[config.mk]
export PLATFORM = sky130hd
export DESIGN_NAME = avalon_pio_master
export DESIGN_NICKNAME = d
export VERILOG_FILES = /design/src/rtl/avalon_pio_pkg.sv /design/src/rtl/avm_timeout_counter.sv /design/src/rtl/avalon_pio_master.sv
export SDC_FILE = /design/constraint.sdc
export NUM_CORES = 1
export LEC_CHECK = 0
export BUFFER_PORTS_ARGS = -buffer_cell sky130_fd_sc_hd__clkbuf_2
export CAP_MARGIN = 15
export CORE_AREA = 4 4 132 83
export DETAILED_ROUTE_END_ITERATION = 8
export DIE_AREA = 0 0 136 87
export PLACE_DENSITY = 0.59
export SKIP_CTS_REPAIR_TIMING = 1
export SLEW_MARGIN = 20
export SYNTH_ARGS = -nofsm -noshare
export SYNTH_HDL_FRONTEND = slang
export SYNTH_HIERARCHICAL = 1
export SYNTH_SLANG_ARGS = --single-unit
[constraint.sdc]
create_clock -name clk -period 1.3 [get_ports clk]
set_input_delay 0.13 -clock clk [delete_from_list [all_inputs] [get_ports clk]]
set_output_delay 0.13 -clock clk [all_outputs]
set_load 0.02 [all_outputs]
[src/rtl/avalon_pio_pkg.sv]
// ---------------------------------------------------------------------------
// avalon_pio_pkg
// Shared definitions for the Avalon-MM PIO initiator:
//   - avm_state_e      : transfer sequencing states (IDLE, BUS, RESP)
//   - AVM_ADDR_W_DEF   : default bus word-address width
//   - AVM_DATA_W_DEF   : default bus data width
//   - AVM_TIMEOUT_DEF  : default BUS-phase abort limit (used with AVM_TIMEOUT_EN)
//   - avm_strobes()    : helper deriving the active-low strobe pair for a direction
// ---------------------------------------------------------------------------
package avalon_pio_pkg;

    localparam int AVM_ADDR_W_DEF  = 4;
    localparam int AVM_DATA_W_DEF  = 32;
    localparam int AVM_TIMEOUT_DEF = 255;

    typedef enum logic [1:0] {
        IDLE = 2'd0,
        BUS  = 2'd1,
        RESP = 2'd2
    } avm_state_e;

    // Returns {read_n, write_n} for an active transfer; exactly one bit is low.
    function automatic logic [1:0] avm_strobes(input logic is_write);
        avm_strobes = is_write ? 2'b10 : 2'b01;
    endfunction

endpackage

[src/rtl/avm_timeout_counter.sv]
// ---------------------------------------------------------------------------
// avm_timeout_counter
// Counts stalled BUS cycles for the Avalon PIO initiator and flags the cycle
// whose stall would bring the count up to LIMIT. Only instantiated when the
// AVM_TIMEOUT_EN macro is defined.
// Ports:
//   clk      in   system clock
//   reset    in   synchronous, active-high reset
//   clear    in   zero the count (asserted when a transfer enters BUS)
//   enable   in   count this cycle (BUS with waitrequest high)
//   expired  out  this enabled cycle makes the count reach LIMIT
// ---------------------------------------------------------------------------
module avm_timeout_counter #(
    parameter int LIMIT = 255
) (
    input  logic clk,
    input  logic reset,
    input  logic clear,
    input  logic enable,
    output logic expired
);

    localparam int CNT_W = $clog2(LIMIT + 1);

    logic [CNT_W-1:0] count_r;

    // Stall counter: cleared on reset or entry into BUS, advanced on each stall.
    always_ff @(posedge clk) begin
        if (reset) begin
            count_r <= {CNT_W{1'b0}};
        end else if (clear) begin
            count_r <= {CNT_W{1'b0}};
        end else if (enable) begin
            count_r <= count_r + CNT_W'(1);
        end else begin
            count_r <= count_r;
        end
    end

    // The stall being counted now is the LIMIT-th one, so the abort lands on
    // the edge that ends the LIMIT-th stalled BUS cycle.
    assign expired = enable & (count_r == CNT_W'(LIMIT - 1));

endmodule

[src/rtl/avalon_pio_master.sv]
// ---------------------------------------------------------------------------
// avalon_pio_master
// Avalon-MM initiator for PIO-style slaves. Takes one command on a
// valid/ready interface, runs one single-beat transfer honouring waitrequest,
// and returns one response on a valid/ready interface. One transfer at a time.
// Optional feature macro: AVM_TIMEOUT_EN -- aborts a BUS phase stalled for
// TIMEOUT_CYCLES cycles and reports it through rsp_error.
// Ports:
//   clk, reset                          clock, synchronous active-high reset
//   cmd_valid/cmd_ready                 command handshake (ready only in IDLE)
//   cmd_write/cmd_address/cmd_writedata command contents
//   rsp_valid/rsp_ready                 response handshake
//   rsp_readdata/rsp_error              response contents
//   address/chipselect/read_n/write_n   Avalon request (all registered)
//   writedata                           Avalon write data (registered)
//   readdata/waitrequest                Avalon slave return
// ---------------------------------------------------------------------------
module avalon_pio_master
    import avalon_pio_pkg::*;
#(
    parameter int ADDR_W         = AVM_ADDR_W_DEF,
    parameter int DATA_W         = AVM_DATA_W_DEF,
    parameter int TIMEOUT_CYCLES = AVM_TIMEOUT_DEF
) (
    input  logic              clk,
    input  logic              reset,
    input  logic              cmd_valid,
    output logic              cmd_ready,
    input  logic              cmd_write,
    input  logic [ADDR_W-1:0] cmd_address,
    input  logic [DATA_W-1:0] cmd_writedata,
    output logic              rsp_valid,
    input  logic              rsp_ready,
    output logic [DATA_W-1:0] rsp_readdata,
    output logic              rsp_error,
    output logic [ADDR_W-1:0] address,
    output logic              chipselect,
    output logic              read_n,
    output logic              write_n,
    output logic [DATA_W-1:0] writedata,
    input  logic [DATA_W-1:0] readdata,
    input  logic              waitrequest
);

    avm_state_e        state_r;
    logic              dir_write_r;
    logic [ADDR_W-1:0] address_r;
    logic [DATA_W-1:0] writedata_r;
    logic              chipselect_r;
    logic              read_n_r;
    logic              write_n_r;
    logic              rsp_valid_r;
    logic [DATA_W-1:0] rsp_readdata_r;
    logic              rsp_error_r;
    logic              timeout_expired_s;

`ifdef AVM_TIMEOUT_EN
    logic accept_s;
    logic stall_s;

    assign accept_s = (state_r == IDLE) & cmd_valid;
    assign stall_s  = (state_r == BUS) & waitrequest;

    avm_timeout_counter #(
        .LIMIT (TIMEOUT_CYCLES)
    ) u_timeout (
        .clk     (clk),
        .reset   (reset),
        .clear   (accept_s),
        .enable  (stall_s),
        .expired (timeout_expired_s)
    );
`else
    // No abort path in this build; the term is constant 0 and only keeps the
    // parameter referenced so both builds share one interface.
    assign timeout_expired_s = 1'b0 & (TIMEOUT_CYCLES > 0);
`endif

    // Transfer sequencer with all bus and response outputs registered.
    always_ff @(posedge clk) begin
        if (reset) begin
            state_r        <= IDLE;
            dir_write_r    <= 1'b0;
            address_r      <= {ADDR_W{1'b0}};
            writedata_r    <= {DATA_W{1'b0}};
            chipselect_r   <= 1'b0;
            read_n_r       <= 1'b1;
            write_n_r      <= 1'b1;
            rsp_valid_r    <= 1'b0;
            rsp_readdata_r <= {DATA_W{1'b0}};
            rsp_error_r    <= 1'b0;
        end else begin
            case (state_r)
                IDLE: begin
                    if (cmd_valid) begin
                        address_r               <= cmd_address;
                        writedata_r             <= cmd_writedata;
                        dir_write_r             <= cmd_write;
                        chipselect_r            <= 1'b1;
                        {read_n_r, write_n_r}   <= avm_strobes(cmd_write);
                        state_r                 <= BUS;
                    end
                end
                BUS: begin
                    // A release in the limit cycle still counts as a normal
                    // completion, so waitrequest is tested before the timeout.
                    if (!waitrequest) begin
                        chipselect_r   <= 1'b0;
                        read_n_r       <= 1'b1;
                        write_n_r      <= 1'b1;
                        rsp_valid_r    <= 1'b1;
                        rsp_readdata_r <= dir_write_r ? {DATA_W{1'b0}} : readdata;
                        rsp_error_r    <= 1'b0;
                        state_r        <= RESP;
                    end else if (timeout_expired_s) begin
                        chipselect_r   <= 1'b0;
                        read_n_r       <= 1'b1;
                        write_n_r      <= 1'b1;
                        rsp_valid_r    <= 1'b1;
                        rsp_readdata_r <= {DATA_W{1'b0}};
                        rsp_error_r    <= 1'b1;
                        state_r        <= RESP;
                    end
                end
                RESP: begin
                    // Returning to IDLE here means no command can be taken in
                    // the handshake cycle itself.
                    if (rsp_ready) begin
                        rsp_valid_r <= 1'b0;
                        state_r     <= IDLE;
                    end
                end
                default: begin
                    chipselect_r <= 1'b0;
                    read_n_r     <= 1'b1;
                    write_n_r    <= 1'b1;
                    rsp_valid_r  <= 1'b0;
                    state_r      <= IDLE;
                end
            endcase
        end
    end

    assign cmd_ready    = (state_r == IDLE) & ~reset;
    assign address      = address_r;
    assign writedata    = writedata_r;
    assign chipselect   = chipselect_r;
    assign read_n       = read_n_r;
    assign write_n      = write_n_r;
    assign rsp_valid    = rsp_valid_r;
    assign rsp_readdata = rsp_readdata_r;
    assign rsp_error    = rsp_error_r;

endmodule
==> metrics.txt, run 1 <==
status=finished with violations; failing checks=setup timing; Tot GR Track Use=0.123; cells after synthesis=297; Final Skew=8.09 ps; vias in the first global route=2,413; most frequent cells in the layout=clkbuf_2, dfxtp_1, nor2_1; Synthesized Nets=371; multi-input gate area in the final layout=1240 sq um; post-DR vias/cell=4.35; CTS Buf Count=9; die width=136 um; Nets=525; sequential fraction of the synthesis area=0.522; Skew-Pair Late Insertion Delay=330 ps; post-synth top area share=0.522; placed instance area=3760 sq um; clk sinks=75; Initial DRC Count=100; Routability Congestion=0.735; Mapped Avg Cell Area=9.68 sq um; period utilisation layout=1.01; fmax=0.758 GHz; Yosys top cell by area=dfxtp_1; Detail Route Antenna Nets=0; largest net degree at the start of global routing=34; Area contributors post-synth=dfxtp_1, mux2i_1, nand3b_1; synth warn=6; Leak=1.98 nW; R2R setup slack=-20 ps; largest fanout on the critical path=9; total area of sequential cells=1510 sq um; Root Driver=clkbuf_16; Worst EP arrival=1530 ps; Worst-path clk slew=60 ps; Post-Syn Area=2880 sq um; commonest non-fill, non-tap cell in the layout=clkbuf_2; first-pass GRT wire length=11,500 um; Remaining DRCs=0; PwrDens=1460 nW/um^2; RSZ-0062 raised after global routing=yes; core area=9700 sq um; # fillers=948; Distinct cells, synth=21; via count=2,569; Routed WL=8130 um; Port Buf Inserts=146; max cap viols=0; total power=6.31 mW; Worst Path Required=1520 ps; worst setup margin=-19.2 ps; share of cells above drive strength 1=0.434; largest vdd supply drop=0.629 mV; Crit Path Category=flip-flop to flip-flop; WL/cell=13.8 um; fin. max-slew vios=0; synth-to-layout area growth=50.3%; Setup-failing EPs final=20; post-route cell area=4320 sq um; Worst Setup End Kind=flip-flop; io pins=148; router iterations before antenna repair=4; CTS tree=yes; H-tree Lvls=3; Critical Path Source Type=flip-flop; half-perimeter wire length after placement=5410 um; Die H=87 um; Min-Delay Path Class=input pin to flip-flop; full die area=11,800 sq um; initial antenna violation count=0; Max clock buf depth=2; Tmin final=1320 ps; Initial Util=0.296; Synth Register Bits=75; Fin. Hold Viols=0; Rows=28; Inserted Diodes=0; total grt overflow=0; Hold WS=30.3 ps
[sequential cells by signal, summed over array words and instances (netlist names)]
signal / cells
rsp_readdata: 32
writedata: 32
address: 4
state_r: 2
chipselect: 1
dir_write_r: 1
read_n: 1
rsp_valid: 1
write_n: 1
[path summary, 6_finish.rpt]
| kind | cells past startpoint | end | start |
|---|---|---|---|
| worst max-delay path | 5 | writedata[11] | state_r[1] |
| worst min-delay path | 3 | writedata[25] | cmd_writedata[25] |
| worst max register to register | 5 | writedata[11] | state_r[1] |
| worst min register to register | 2 | rsp_readdata[29] | rsp_readdata[29] |
[power breakdown]
| group | total (mW) | switching [mW] | internal (mW) | leakage (nW) |
|---|---|---|---|---|
| Combinational | 0.946 | 0.506 | 0.440 | 1.19 |
| Clock | 2.86 | 0.972 | 1.89 | 0.167 |
| Sequential | 2.50 | 0.0714 | 2.43 | 0.615 |
| Total | 6.31 | 1.55 | 4.76 | 1.98 |
[cells by family (layout without fill, tap and decap cells)]
family | count (synthesis) | count (layout) | share of synthesized area
compound gates | 38 | 38 | 0.0688
mux | 40 | 40 | 0.139
simple gates | 115 | 115 | 0.208
flops | 75 | 75 | 0.522
buf+inv | 28 | 187 | 0.0601
other cells | 1 | 1 | 0.00130
[layout make-up]
| class | instances | share of cell area |
|---|---|---|
| flip-flops and latches | 75 | 0.349 |
| multi-input cells | 194 | 0.287 |
| repair buffers | 169 | 0.243 |
| clock buffers | 9 | 0.0521 |
| well taps | 135 | 0.0391 |
| clock inverters | 7 | 0.0287 |
| inverters | 2 | 0.00174 |
[worst max-delay path, stage by stage (launching register included)]
cell	delay [ps]
dfxtp_4	370
nor3b_4	260
buf_6	170
clkbuf_16	170
mux2i_1	190
nor2_1	50
[per-layer routing]
layer	global-route usage	part of all wire	vias to the layer above
li1	-	-	1303
met1	0.156	0.48	1168
met2	0.187	0.43	91
met5	0	0	-
met4	0.0384	0.0071	0
met3	0.0560	0.087	7
[metrics by stage]
step                instances  utilization  setup slack [ps]  setup TNS (ps)
floorplan                 297            -             -10.1            -157
global placement          566        0.387              23.7               0
detailed placement        566        0.387             -51.8           -1070
CTS                       582        0.423              -131           -1920
global route              591        0.445             -88.8           -3980
finish                    591        0.445             -19.2            -154
[cell usage after synthesis]
| library cell | number |
|---|---|
| o21bai_1 | 1 |
| buf_2 | 3 |
| nor3_1 | 2 |
| nor3b_4 | 2 |
| nand2_1 | 33 |
| nor2_1 | 41 |
| nand3b_1 | 32 |
| a21oi_1 | 35 |
| dfxtp_1 | 75 |
| or3b_1 | 1 |
| inv_1 | 2 |
| nor4_1 | 1 |
| conb_1 | 1 |
| o21ba_2 | 1 |
| o21ai_0 | 1 |
| and2_1 | 1 |
| mux2i_1 | 40 |
| clkbuf_1 | 13 |
| nor2b_1 | 2 |
| buf_6 | 7 |
| buf_4 | 3 |
(Power assumes the default switching activity.)
==> run 2, diff against run 1 <==
--- a/config.mk
+++ b/config.mk
@@ -15,5 +15,4 @@
 export SLEW_MARGIN = 20
 export SYNTH_ARGS = -nofsm -noshare
 export SYNTH_HDL_FRONTEND = slang
-export SYNTH_HIERARCHICAL = 1
 export SYNTH_SLANG_ARGS = --single-unit
==> constraint.sdc (replaced) <==
create_clock -name clk -period 1.1 [get_ports clk]
set_input_delay 0.11 -clock clk [delete_from_list [all_inputs] [get_ports clk]]
set_output_delay 0.11 -clock clk [all_outputs]
set_load 0.02 [all_outputs]
==> metrics.txt, run 2 <==
multi-input gate area in the final layout=1240 sq um (about the same); largest fanout on the critical path=8 (was 9); R2R setup slack=-210 ps (was -20 ps); internal power=5.69 mW (was 4.76 mW); half-perimeter wire length after placement=5570 um (was 5410 um); largest vdd supply drop=0.937 mV (was 0.629 mV); largest family of logic cells by synthesized area=simple AND/OR/NAND/NOR gates (unchanged); first-pass GRT wire length=11,800 um (was 11,500 um); initial antenna violation count=0 (unchanged); synth warn=0 (was 6); fin. max-slew vios=0 (unchanged); XOR/XNOR Fraction of Synth Area=0 (unchanged); max cap viols=0 (unchanged); largest net degree at the start of global routing=37 (was 34); Min-Delay Path Class=input pin to flip-flop (unchanged); Routed WL=8860 um (was 8130 um); Detail Route Antenna Nets=0 (unchanged); Crit Path Category=flip-flop to flip-flop (unchanged); via count=2,643 (was 2,569); Yosys top cell by area=dfxtp_1 (unchanged); switching pwr=1.78 mW (was 1.55 mW); vias in the first global route=2,469 (was 2,413); Seq pwr share=0.395 (was 0.396); Critical Path Source Type=flip-flop (unchanged); Post-synth top flop=dfxtp_1 (unchanged); Mapped Avg Cell Area=9.68 sq um (unchanged); Port Buf Inserts=146 (unchanged); CTS tree=yes (unchanged); Area contributors post-synth=dfxtp_1, mux2i_1, nand3b_1 (unchanged); Clk network pwr share=0.446 (was 0.454); core area=9700 sq um (unchanged); Worst Setup End Kind=flip-flop (unchanged); Root Driver=clkbuf_16 (unchanged); commonest cells in the netlist=dfxtp_1, nor2_1, mux2i_1 (unchanged); Switching Share=0.238 (was 0.246); RSZ-0062 raised after global routing=yes (unchanged); share of cells above drive strength 1=0.432 (was 0.434); H-tree Lvls=3 (unchanged); post-synth top area share=0.522 (unchanged); Worst Path Required=1350 ps (was 1520 ps); Nets=527 (was 525); Adder-Cell Fraction of Synth Area=0 (unchanged); synth-to-layout area growth=53.1% (was 50.3%); Worst EP arrival=1560 ps (was 1530 ps); total area of sequential cells=1510 sq um (about the same); cells after synthesis=297 (unchanged); Post-synth EDFFs=0 (unchanged); Max clock buf depth=2 (unchanged); Skew-Pair Late Insertion Delay=330 ps (about the same); router iterations before antenna repair=4 (unchanged); combinational share of power=0.159 (was 0.150); PwrDens=1700 nW/um^2 (was 1460 nW/um^2); Distinct cells, synth=21 (unchanged); fmax=0.763 GHz (was 0.758 GHz); post-DR vias/cell=4.46 (was 4.35); post-place setup slack=-243 ps (was -51.8 ps); Tot GR Track Use=0.125 (was 0.123); sequential fraction of the synthesis area=0.522 (unchanged); post-synthesis mux area share=0.139 (unchanged); Synthesized Nets=371 (unchanged); most frequent cells in the layout=clkbuf_2, dfxtp_1, nor2_1 (unchanged); Die H=87 um (unchanged); total grt overflow=0 (unchanged); Initial Util=0.296 (unchanged); WL/cell=14.9 um (was 13.8 um); placed instance area=3770 sq um (was 3760 sq um); Final Skew=6.51 ps (was 8.09 ps); Setup-failing EPs final=74 (was 20); Post-Synth Simple-Gate Area=0.208 (unchanged); Fin. Hold Viols=0 (unchanged); commonest non-fill, non-tap cell in the layout=clkbuf_2 (unchanged); Leak=2.01 nW (was 1.98 nW); worst setup margin=-210 ps (was -19.2 ps); Post-Syn Area=2880 sq um (unchanged); failing checks=setup timing (unchanged); Remaining DRCs=0 (unchanged); Routability Congestion=0.684 (was 0.735); status=finished with violations (unchanged); die width=136 um (unchanged); period utilisation layout=1.19 (was 1.01); Compound-Gate Fraction of Synth Area=0.0688 (unchanged); Tmin final=1310 ps (was 1320 ps); count leader, synth=dfxtp_1 (unchanged); # fillers=941 (was 948); Worst-path clk slew=60 ps (about the same); Inserted Diodes=0 (unchanged); Initial DRC Count=68 (was 100); CTS Buf Count=9 (unchanged); io pins=148 (unchanged); Post-Route Utilization=0.454 (was 0.445); Rows=28 (unchanged); post-route cell area=4400 sq um (was 4320 sq um); asr flop ratio synth=0 (unchanged); clk sinks=75 (unchanged); full die area=11,800 sq um (unchanged); Synth Register Bits=75 (unchanged)
run 2: cell counts after synthesis:
Identical to the previous run, type by type.
run 2: layout make-up:
class | instances | share of cell area
Clock buffer | 11 | 0.0551
Timing Repair Buffer | 171 | 0.258
Inverter | 2 | 0.00171
Clock inverter | 5 | 0.0227
Tap cell | 135 | 0.0384
Multi-Input combinational cell | 194 | 0.282
Sequential cell | 75 | 0.342
run 2: per-stage QoR:
stage          hold WS (ps)  power, mW  TNS, ps  cells
5_1_grt                14.6       7.81   -17790    593
6_report               17.8       7.47   -12700    593
3_3_place_gp            343       4.01   -10350    564
2_1_floorplan           257       3.64   -11540    297
3_5_place_dp            353       4.02   -13070    564
4_1_cts                6.39       7.40   -13790    580
run 2: worst paths after layout:
| check | cells after the start | startpoint | to |
|---|---|---|---|
| max | 6 | state_r[1] | rsp_readdata[23] |
| min | 3 | cmd_writedata[25] | writedata[25] |
| max reg2reg | 6 | state_r[1] | rsp_readdata[23] |
| min reg2reg | 2 | rsp_readdata[30] | rsp_readdata[30] |
run 2: per-layer routing:
layer,vias to the layer above,track usage,wire length (um)
li1,1310,-,-
met1,1226,0.162,4380
met2,98,0.193,3720
met3,9,0.0497,673
met4,0,0.0357,84
met5,-,0,0
run 2: logic make-up after synthesis:
kind of cell    Yosys count
buf+inv                  28
simple gates            115
flops                    75
other cells               1
mux                      40
compound gates           38
run 2: power groups by stage:
stage / Combinational [mW] / Sequential, mW / Clock (mW)
floorplan: 0.468 / 3.18 / 0
global route: 1.27 / 2.98 / 3.56
detailed placement: 1.01 / 3.01 / 0
CTS: 1.01 / 2.95 / 3.44
global placement: 0.998 / 3.01 / 0
finish: 1.18 / 2.96 / 3.33
run 2: worst max-delay path, stage by stage (launching register included):
cell	delay (ps)
dfxtp_4	360
buf_6	120
nor3b_4	210
buf_12	170
buf_6	150
nand3b_1	90
a21oi_1	150
